==> src/rtl/des_key_scheduler.sv <==
// DES key scheduler: PC-1 on start, then 16 round keys via C/D rotation and PC-2.
// Latency: first key one cycle after start is accepted; done pulse 17 cycles after acceptance at full rate.
// Backpressure: rk/rk_round/C/D hold while rk_valid && !rk_ready.
// Optional abort input enabled by defining DES_KEY_SCHEDULER_ABORT_EN.
module des_key_scheduler (
  input  logic        clk,
  input  logic        rst_n,
  input  logic        start,
  input  logic [63:0] key_in,
  input  logic        decrypt,
  input  logic        rk_ready,
`ifdef DES_KEY_SCHEDULER_ABORT_EN
  input  logic        abort,
`endif
  output logic [47:0] rk,
  output logic        rk_valid,
  output logic [3:0]  rk_round,
  output logic        busy,
  output logic        done
);

  // FIPS 46-3 permuted choice tables, 1-based bit numbers (bit 1 = MSB)
  localparam int PC1 [56] = '{
    57, 49, 41, 33, 25, 17,  9,  1, 58, 50, 42, 34, 26, 18,
    10,  2, 59, 51, 43, 35, 27, 19, 11,  3, 60, 52, 44, 36,
    63, 55, 47, 39, 31, 23, 15,  7, 62, 54, 46, 38, 30, 22,
    14,  6, 61, 53, 45, 37, 29, 21, 13,  5, 28, 20, 12,  4
  };

  localparam int PC2 [48] = '{
    14, 17, 11, 24,  1,  5,  3, 28, 15,  6, 21, 10,
    23, 19, 12,  4, 26,  8, 16,  7, 27, 20, 13,  2,
    41, 52, 31, 37, 47, 55, 30, 40, 51, 45, 33, 48,
    44, 49, 39, 56, 34, 53, 46, 42, 50, 36, 29, 32
  };

  typedef enum logic [1:0] {
    IDLE = 2'd0,
    GEN  = 2'd1,
    DONE = 2'd2
  } state_t;

  function automatic logic [55:0] pc1_fn(input logic [63:0] k);
    logic [55:0] r;
    r = '0;
    for (int i = 0; i < 56; i++) r[55-i] = k[64-PC1[i]];
    return r;
  endfunction

  function automatic logic [47:0] pc2_fn(input logic [55:0] cd);
    logic [47:0] r;
    r = '0;
    for (int i = 0; i < 48; i++) r[47-i] = cd[56-PC2[i]];
    return r;
  endfunction

  state_t      state_q, state_d;
  logic [27:0] c_q, d_q;
  logic        dec_q;
  logic [3:0]  round_q;
  logic        accept, xfer, abort_i;
  logic [55:0] cd0;
  logic        one_shift;

`ifdef DES_KEY_SCHEDULER_ABORT_EN
  assign abort_i = abort;
`else
  assign abort_i = 1'b0;
`endif

  assign cd0      = pc1_fn(key_in);
  assign rk       = pc2_fn({c_q, d_q});
  assign rk_round = round_q;

  // Rounds 2, 9 and 16 (both directions) use a single-bit rotate; indexed by the current emission
  assign one_shift = (round_q == 4'd0) || (round_q == 4'd7) || (round_q == 4'd14);

  // State register
  always_ff @(posedge clk or negedge rst_n) begin
    if (!rst_n) state_q <= IDLE;
    else        state_q <= state_d;
  end

  // Next-state and handshake outputs; abort beats both start and a transfer
  always_comb begin
    state_d  = state_q;
    rk_valid = 1'b0;
    busy     = 1'b0;
    done     = 1'b0;
    accept   = 1'b0;
    xfer     = 1'b0;
    case (state_q)
      IDLE: begin
        if (start && !abort_i) begin
          accept  = 1'b1;
          state_d = GEN;
        end
      end
      GEN: begin
        rk_valid = 1'b1;
        busy     = 1'b1;
        if (abort_i) begin
          state_d = IDLE;
        end else if (rk_ready) begin
          xfer = 1'b1;
          if (round_q == 4'd15) state_d = DONE;
        end
      end
      DONE: begin
        busy    = 1'b1;
        done    = !abort_i;
        state_d = IDLE;
      end
      default: state_d = IDLE;
    endcase
  end

  // C/D halves, latched direction and emission counter
  always_ff @(posedge clk or negedge rst_n) begin
    if (!rst_n) begin
      c_q     <= '0;
      d_q     <= '0;
      dec_q   <= 1'b0;
      round_q <= '0;
    end else if (accept) begin
      dec_q   <= decrypt;
      round_q <= '0;
      if (decrypt) begin
        // C0/D0 equals C16/D16, so K16 comes out first
        c_q <= cd0[55:28];
        d_q <= cd0[27:0];
      end else begin
        c_q <= {cd0[54:28], cd0[55]};
        d_q <= {cd0[26:0],  cd0[27]};
      end
    end else if (xfer && (round_q != 4'd15)) begin
      round_q <= round_q + 4'd1;
      if (!dec_q && one_shift) begin
        c_q <= {c_q[26:0], c_q[27]};
        d_q <= {d_q[26:0], d_q[27]};
      end else if (!dec_q) begin
        c_q <= {c_q[25:0], c_q[27:26]};
        d_q <= {d_q[25:0], d_q[27:26]};
      end else if (one_shift) begin
        c_q <= {c_q[0], c_q[27:1]};
        d_q <= {d_q[0], d_q[27:1]};
      end else begin
        c_q <= {c_q[1:0], c_q[27:2]};
        d_q <= {d_q[1:0], d_q[27:2]};
      end
    end
  end

endmodule

==> config.mk <==
export PLATFORM = sky130hd
export DESIGN_NAME = des_key_scheduler
export DESIGN_NICKNAME = d
export VERILOG_FILES = /design/src/rtl/des_key_scheduler.sv
export SDC_FILE = /design/constraint.sdc
export NUM_CORES = 1
export LEC_CHECK = 0
export CORE_ASPECT_RATIO = 1.4
export CORE_MARGIN = 4
export CORE_UTILIZATION = 25
export DETAILED_ROUTE_END_ITERATION = 12
export GPL_ROUTABILITY_DRIVEN = 0
export PLACE_DENSITY = 0.56
export SETUP_SLACK_MARGIN = 0.5
export SLEW_MARGIN = 5
export SYNTH_ARGS = -nofsm -noshare
export SYNTH_HDL_FRONTEND = slang
export SYNTH_SLANG_ARGS = --single-unit
==> constraint.sdc <==
create_clock -name clk -period 2 [get_ports clk]
set_clock_uncertainty 0.2 [all_clocks]
set_input_delay 0.4 -clock clk [delete_from_list [all_inputs] [get_ports clk]]
set_output_delay 0.4 -clock clk [all_outputs]
set_load 0.1 [all_outputs]
==> impl_metrics.xml <==
<?xml version="1.0" encoding="UTF-8"?>
<metrics>
  <group name="outcome">
    <metric name="run_status" unit="">finished with violations</metric>
    <metric name="failed_checks" unit="">setup timing</metric>
  </group>
  <group name="clocking">
    <metric name="clock-root-buffer" unit="">clkbuf_16</metric>
    <metric name="cts.path.max_buffers" unit="">2</metric>
    <metric name="cts_inserted_buffers" unit="">9</metric>
    <metric name="cts_num_sinks" unit="">63</metric>
    <metric name="tritoncts" unit="">yes</metric>
    <metric name="worst_skew_pair.late_latency" unit="ns">0.34</metric>
    <metric name="clkTransAtPathRegs" unit="ns">0.06</metric>
    <metric name="cts.htree.levels" unit="">3</metric>
  </group>
  <group name="run">
    <metric name="count_of_maximum_capacitance_violations" unit="">0</metric>
  </group>
  <group name="place">
    <metric name="place.detailed.hpwl" unit="µm">13300</metric>
    <metric name="port_buffers" unit="">115</metric>
    <metric name="detailedPlace.worstSlack" unit="ns">-0.363</metric>
  </group>
  <group name="critical_path">
    <metric name="regToRegStartpoint" unit="">rk_round[1]</metric>
    <metric name="cp.arrival" unit="ns">2.30</metric>
    <metric name="critPathRequiredTime" unit="ns">2.01</metric>
    <metric name="worst_reg2reg_endpoint" unit="">d_q[24]</metric>
    <metric name="reg2reg_slack" unit="ns">-0.29</metric>
    <metric name="worst_setup_path_start_kind" unit="">register</metric>
    <metric name="endpoint_kind" unit="">register</metric>
    <metric name="critPathMaxFanout" unit="">7</metric>
    <metric name="timing_worst_setup_path_type" unit="">reg2reg</metric>
    <metric name="reg2regPathDepth" unit="">9</metric>
  </group>
  <group name="grt">
    <metric name="grt_antenna_before_repair" unit="">0</metric>
    <metric name="grt_start_max_net_pins" unit="">40</metric>
    <metric name="grt_pass1_vias" unit="">5954</metric>
    <metric name="grt_first_pass_wirelength" unit="µm">30900</metric>
    <metric name="globalRouteOverflowTotal" unit="">0</metric>
    <metric name="global_route.usage.total" unit="%">16.4</metric>
  </group>
  <group name="final_layout">
    <metric name="area_growth_from_synthesis_to_layout" unit="%">74.6</metric>
    <metric name="n_antenna_cell" unit="">0</metric>
    <metric name="fin_util" unit="%">44.7</metric>
    <metric name="layout.cells.most_common_list" unit="">99 x buf_4, 77 x buf_12, 74 x a21oi_1</metric>
    <metric name="final-seq-area" unit="µm²">1650</metric>
    <metric name="multiInputGateArea" unit="µm²">3630</metric>
    <metric name="num-nets-final" unit="">944</metric>
    <metric name="mostFrequentLayoutCell" unit="">buf_4</metric>
    <metric name="filler_cell_count" unit="">1975</metric>
    <metric name="final_layout_size_suffix_gt1_share" unit="%">45.3</metric>
  </group>
  <group name="detailed_routing">
    <metric name="viasPerCell" unit="">5.17</metric>
    <metric name="detail_route.wl_per_cell" unit="µm">17.8</metric>
    <metric name="dr.pass1.iters" unit="">7</metric>
    <metric name="route.detailed.drc" unit="">0</metric>
    <metric name="via_count" unit="">5837</metric>
    <metric name="postRouteWirelength" unit="µm">20100</metric>
    <metric name="drt_first_iter_violations" unit="">358</metric>
    <metric name="detail-route-antenna-nets" unit="">0</metric>
  </group>
  <group name="timing">
    <metric name="rsz0062_at_grt" unit="">yes</metric>
    <metric name="fmax" unit="MHz">436</metric>
    <metric name="total_count_of_max_transition_violations_in_the_final_report" unit="">0</metric>
    <metric name="maxSlewHeadroom" unit="%">75.4</metric>
    <metric name="finalWorstPathRequiredPeriod" unit="ns">2.29</metric>
    <metric name="fin_tns_setup" unit="ns">-11.84</metric>
    <metric name="fin_ws" unit="ns">-0.293</metric>
    <metric name="timing_hold_violations_final" unit="">0</metric>
    <metric name="final_setup_viols" unit="">60</metric>
    <metric name="min_period_over_period" unit="%">115</metric>
    <metric name="timing_worst_slew_pin_value" unit="ns">0.368</metric>
  </group>
  <group name="synthesis">
    <metric name="synthFlopType" unit="">dfrtp_1</metric>
    <metric name="synth_enable_flop_cells" unit="">0</metric>
    <metric name="synth.ff_latch_count" unit="">63</metric>
    <metric name="ys_types" unit="">41</metric>
    <metric name="async_flop_share" unit="%">100</metric>
    <metric name="syn_nets" unit="">771</metric>
    <metric name="synthCells" unit="">694</metric>
    <metric name="syn-cell-area" unit="µm²">5290</metric>
    <metric name="synth_warnings" unit="">0</metric>
    <metric name="synth-seq-area-share" unit="%">29.8</metric>
    <metric name="postSynthAreaPerCell" unit="µm²">7.62</metric>
  </group>
  <group name="min_path">
    <metric name="hold_class" unit="">in2async</metric>
  </group>
  <group name="floorplan">
    <metric name="die_area" unit="µm²">23600</metric>
    <metric name="start_util" unit="%">25.6</metric>
    <metric name="num_rows" unit="">62</metric>
    <metric name="io_pins" unit="">124</metric>
    <metric name="die_height" unit="µm">180</metric>
    <metric name="core" unit="µm²">20600</metric>
    <metric name="die_width" unit="µm">131</metric>
  </group>
</metrics>
-- final cells by class --
type / instances / share of cell area, %
clock inverters: 3 / 0.434
well taps: 256 / 3.47
clock buffers: 13 / 2.93
inverters: 5 / 0.230
repair buffers: 264 / 35.8
multi-input cells: 524 / 39.3
flip-flops and latches: 63 / 17.8
-- Yosys cell counts, drive strengths merged (2+ instances only) --
cell type  number  share of area (%)
dfrtp          63                 30
a21o            2               0.28
a2111o          4               0.85
mux2i          63                 12
a221oi          3               0.62
xor2            2               0.33
o31ai           5               0.71
buf            73                9.6
mux2            6                1.3
clkbuf         30                2.1
nor2           24                1.7
o21ai          68                6.6
a21boi          2               0.28
a31oi           2               0.24
or3            39                4.6
nand4           5               0.59
ha              8                1.9
inv             5               0.35
a21oi         101                9.6
nand2         123                8.7
o22ai           2               0.24
a211o           7                1.2
nand3          47                4.4
-- state kept, by name (all words and copies together) (netlist names) --
name,count
state_q,2
c_q,28
rk_round,4
d_q,28
dec_q,1
-- through the flow --
stage / cell area [µm²] / hold slack, ns / std cells
floorplan: 5500 / -0.0956 / 694
global placement: 7440 / 0.124 / 1023
detailed placement: 7440 / 0.127 / 1023
CTS: 8730 / 0.318 / 1109
global route: 9230 / 0.341 / 1128
finish: 9230 / 0.312 / 1128
-- logic make-up after synthesis --
| group | Yosys count | share of synthesized area (%) |
|---|---|---|
| buf+inv | 108 | 12.1 |
| compound gates | 200 | 21.2 |
| xor+xnor | 3 | 0.497 |
| fa+ha+maj | 8 | 1.89 |
| simple gates | 242 | 20.6 |
| flops | 63 | 29.8 |
| mux | 70 | 13.9 |
-- what timing repair did --
action,4_1_cts,5_1_grt
endpoints found under the hold margin,11,0
hold buffers,1,0
resized for setup,117,106
pin swaps,27,64
buffers inserted,63,17
gates cloned,6,2
endpoints found under the setup margin,117,118
-- routing by layer --
layer	GRT usage (%)	part of all wire (%)
met4	6.18	2.7
met5	0	0
met3	4.21	7.1
met2	27.0	50
met1	20.3	40
-- worst max-delay path by stage --
stage	endpoint	slack [ns]	from	depth (start not counted)
global route	d_q[24]	-0.34	rk_round[1]	9
floorplan	d_q[5]	-0.32	rk_round[2]	7
global placement	d_q[5]	-0.31	rk_round[1]	6
finish	d_q[24]	-0.29	rk_round[1]	9
CTS	d_q[13]	-0.25	rk_round[0]	6
detailed placement	d_q[5]	-0.36	rk_round[0]	6
-- worst max-delay path: stages, from the launching register on --
cell and delay, ns:
dfrtp_4 0.52, ha_4 0.19, mux2i_4 0.20, o21ai_4 0.13
buf_12 0.16, buf_8 0.12, clkbuf_16 0.16, nand2_2 0.08
a21oi_1 0.06, or3_1 0.34
Power is not shown: default switching activity piles up to over one toggle a cycle in this logic, so the estimate is an artifact.
==> patch: new RTL, same settings <==
Make the reset (`rst_n`) synchronous in 2 clocked blocks.
--- a/src/rtl/des_key_scheduler.sv
+++ b/src/rtl/des_key_scheduler.sv
@@ -78,3 +78,3 @@
   // State register
-  always_ff @(posedge clk or negedge rst_n) begin
+  always_ff @(posedge clk) begin
     if (!rst_n) state_q <= IDLE;
@@ -118,3 +118,3 @@
   // C/D halves, latched direction and emission counter
-  always_ff @(posedge clk or negedge rst_n) begin
+  always_ff @(posedge clk) begin
     if (!rst_n) begin
Function: differs if rst_n is asserted again (counterexample within 4 cycles, from zero or initial values and one cycle with rst_n low); with rst_n held inactive, the same outputs for 4 cycles.
==> patch against the unedited design <==
The run still ends with setup timing left. Final cell count down 1.7%. First-iteration DRC count up 16%. Routed wire length up 12%. Count of clock-buffer cells in the layout down 3. Fmax up 7.6%. Non-clock buffer count up 1. Worst setup slack better by 0.16 ns. Sequential cell count unchanged. Design area up 4.3%. Synthesized area up 2.9%. Global-route usage up 1.3 points.
==> patch: results (changes against the unedited design) <==
| Metric | Value |
|---|---|
| RR Endpoint | c_q[17] (was d_q[24]) |
| Crit-path max cell delay | 0.38 ns (was 0.52 ns) |
| Multiplexer area fraction after synthesis | 21.75% (was 13.93%) |
| GRT Total Usage | 17.72% (was 16.40%) |
| Met1 wire length | 8.912 mm (was 8.106 mm) |
| Clock buffer count | 10 (was 13) |
| Seq area share | 15.08% (was 17.85%) |
| ClkCell Share | 3.185% (was 3.361%) |
| Nets@finish | 921 (was 944) |
| Synthesized area per cell | 8.039 um2 (was 7.621 um2) |
| Area grow syn2layout | 76.85% (was 74.57%) |
| Synth Area in Compound Gates | 25.03% (was 21.22%) |
| Xor and xnor fraction of the mapped netlist area | 0.4828% (was 0.4968%) |
| Filler Cell Count | 1977 (was 1975) |
| Met2 WL | 11.51 mm (was 9.999 mm) |
| Global-route wire length before repair | 34.34 mm (was 30.91 mm) |
| Register area | 1451 um2 (was 1648 um2) |
| Initial DRC count | 415 (was 358) |
| Vias | 6064 (was 5837) |
| Largest delay contributor family on the critical path | buffers and inverters (was flip-flops) |
| Largest net degree at the start of global routing | 33 (was 40) |
| Area contributors post-synth | dfxtp_1 (23%), mux2i_1 (14%), buf_4 (6.9%), a211oi_1 (5.8%), nand2_1 (5.7%) (was dfrtp_1 (30%), mux2i_1 (12%), a21oi_1 (9.6%), nand2_1 (8.7%), buf_4 (6.8%)) |
| CP max FO | 8 (was 7) |
| Multi-input gates | 501 (was 524) |
| Footprint of the multi-input gates | 4134 um2 (was 3632 um2) |
| Status | complete, but fails checks (unchanged) |
| Worst reg2reg path depth | 10 (was 9) |
| Final WS setup | -0.1305 ns (was -0.2933 ns) |
| Placed Cells | 1020 (was 1023) |
| First drt pass iteration count | 5 (was 7) |
| Dpl ws | -0.2636 ns (was -0.3630 ns) |
| Adder-cell area share of the yosys netlist | 1.839% (was 1.893%) |
| Max-slew headroom | 68.71% (was 75.44%) |
| Post-synthesis sequential area ratio | 23.17% (was 29.81%) |
| Top FF cell, synth | dfxtp_1 (was dfrtp_1) |
| Final setup violation count | 50 (was 60) |
| Critical path startpoint | rk_round[1] (unchanged) |
| Violated checks | setup timing (unchanged) |
| Worst Path Arrival | 2.16 ns (was 2.30 ns) |
| Dpl cell area | 7720 um2 (was 7438 um2) |
| Worst hold-check path type | reg2reg (was in2async) |
## patch: cell types whose count changed after synthesis, moves of 15 or more
cell,change
mux2_2,+15
dfrtp_1,-63
nor2_1,+20
a21oi_1,-74
o21ai_0,-20
nand2_1,-40
a211oi_1,+42
dfxtp_1,+63
or3_1,-38
## patch: how the worst min path moves through the flow
stage / from / slack, ns / endpoint
final: rk_round[1] / 0.32 / rk_round[1]
after global routing: rk_round[1] / 0.35 / rk_round[1]
after CTS: rk_round[1] / 0.32 / rk_round[1]
after detailed placement: rk_round[1] / 0.31 / rk_round[1]
after global placement: rk_round[1] / 0.30 / rk_round[1]
after floorplan: d_q[2] / 0.33 / d_q[2]
## patch: what timing repair did
item,CTS,global route
resized for setup,204,57
setup endpoints to repair,118,86
pin swaps,56,39
cloned,7,2
buffers inserted,52,12
## patch: power by group
| part | internal, uW | switching, uW |
|---|---|---|
| combinational | 3820 | 5200 |
| clock | 1030 | 641 |
| sequential | 1770 | 547 |
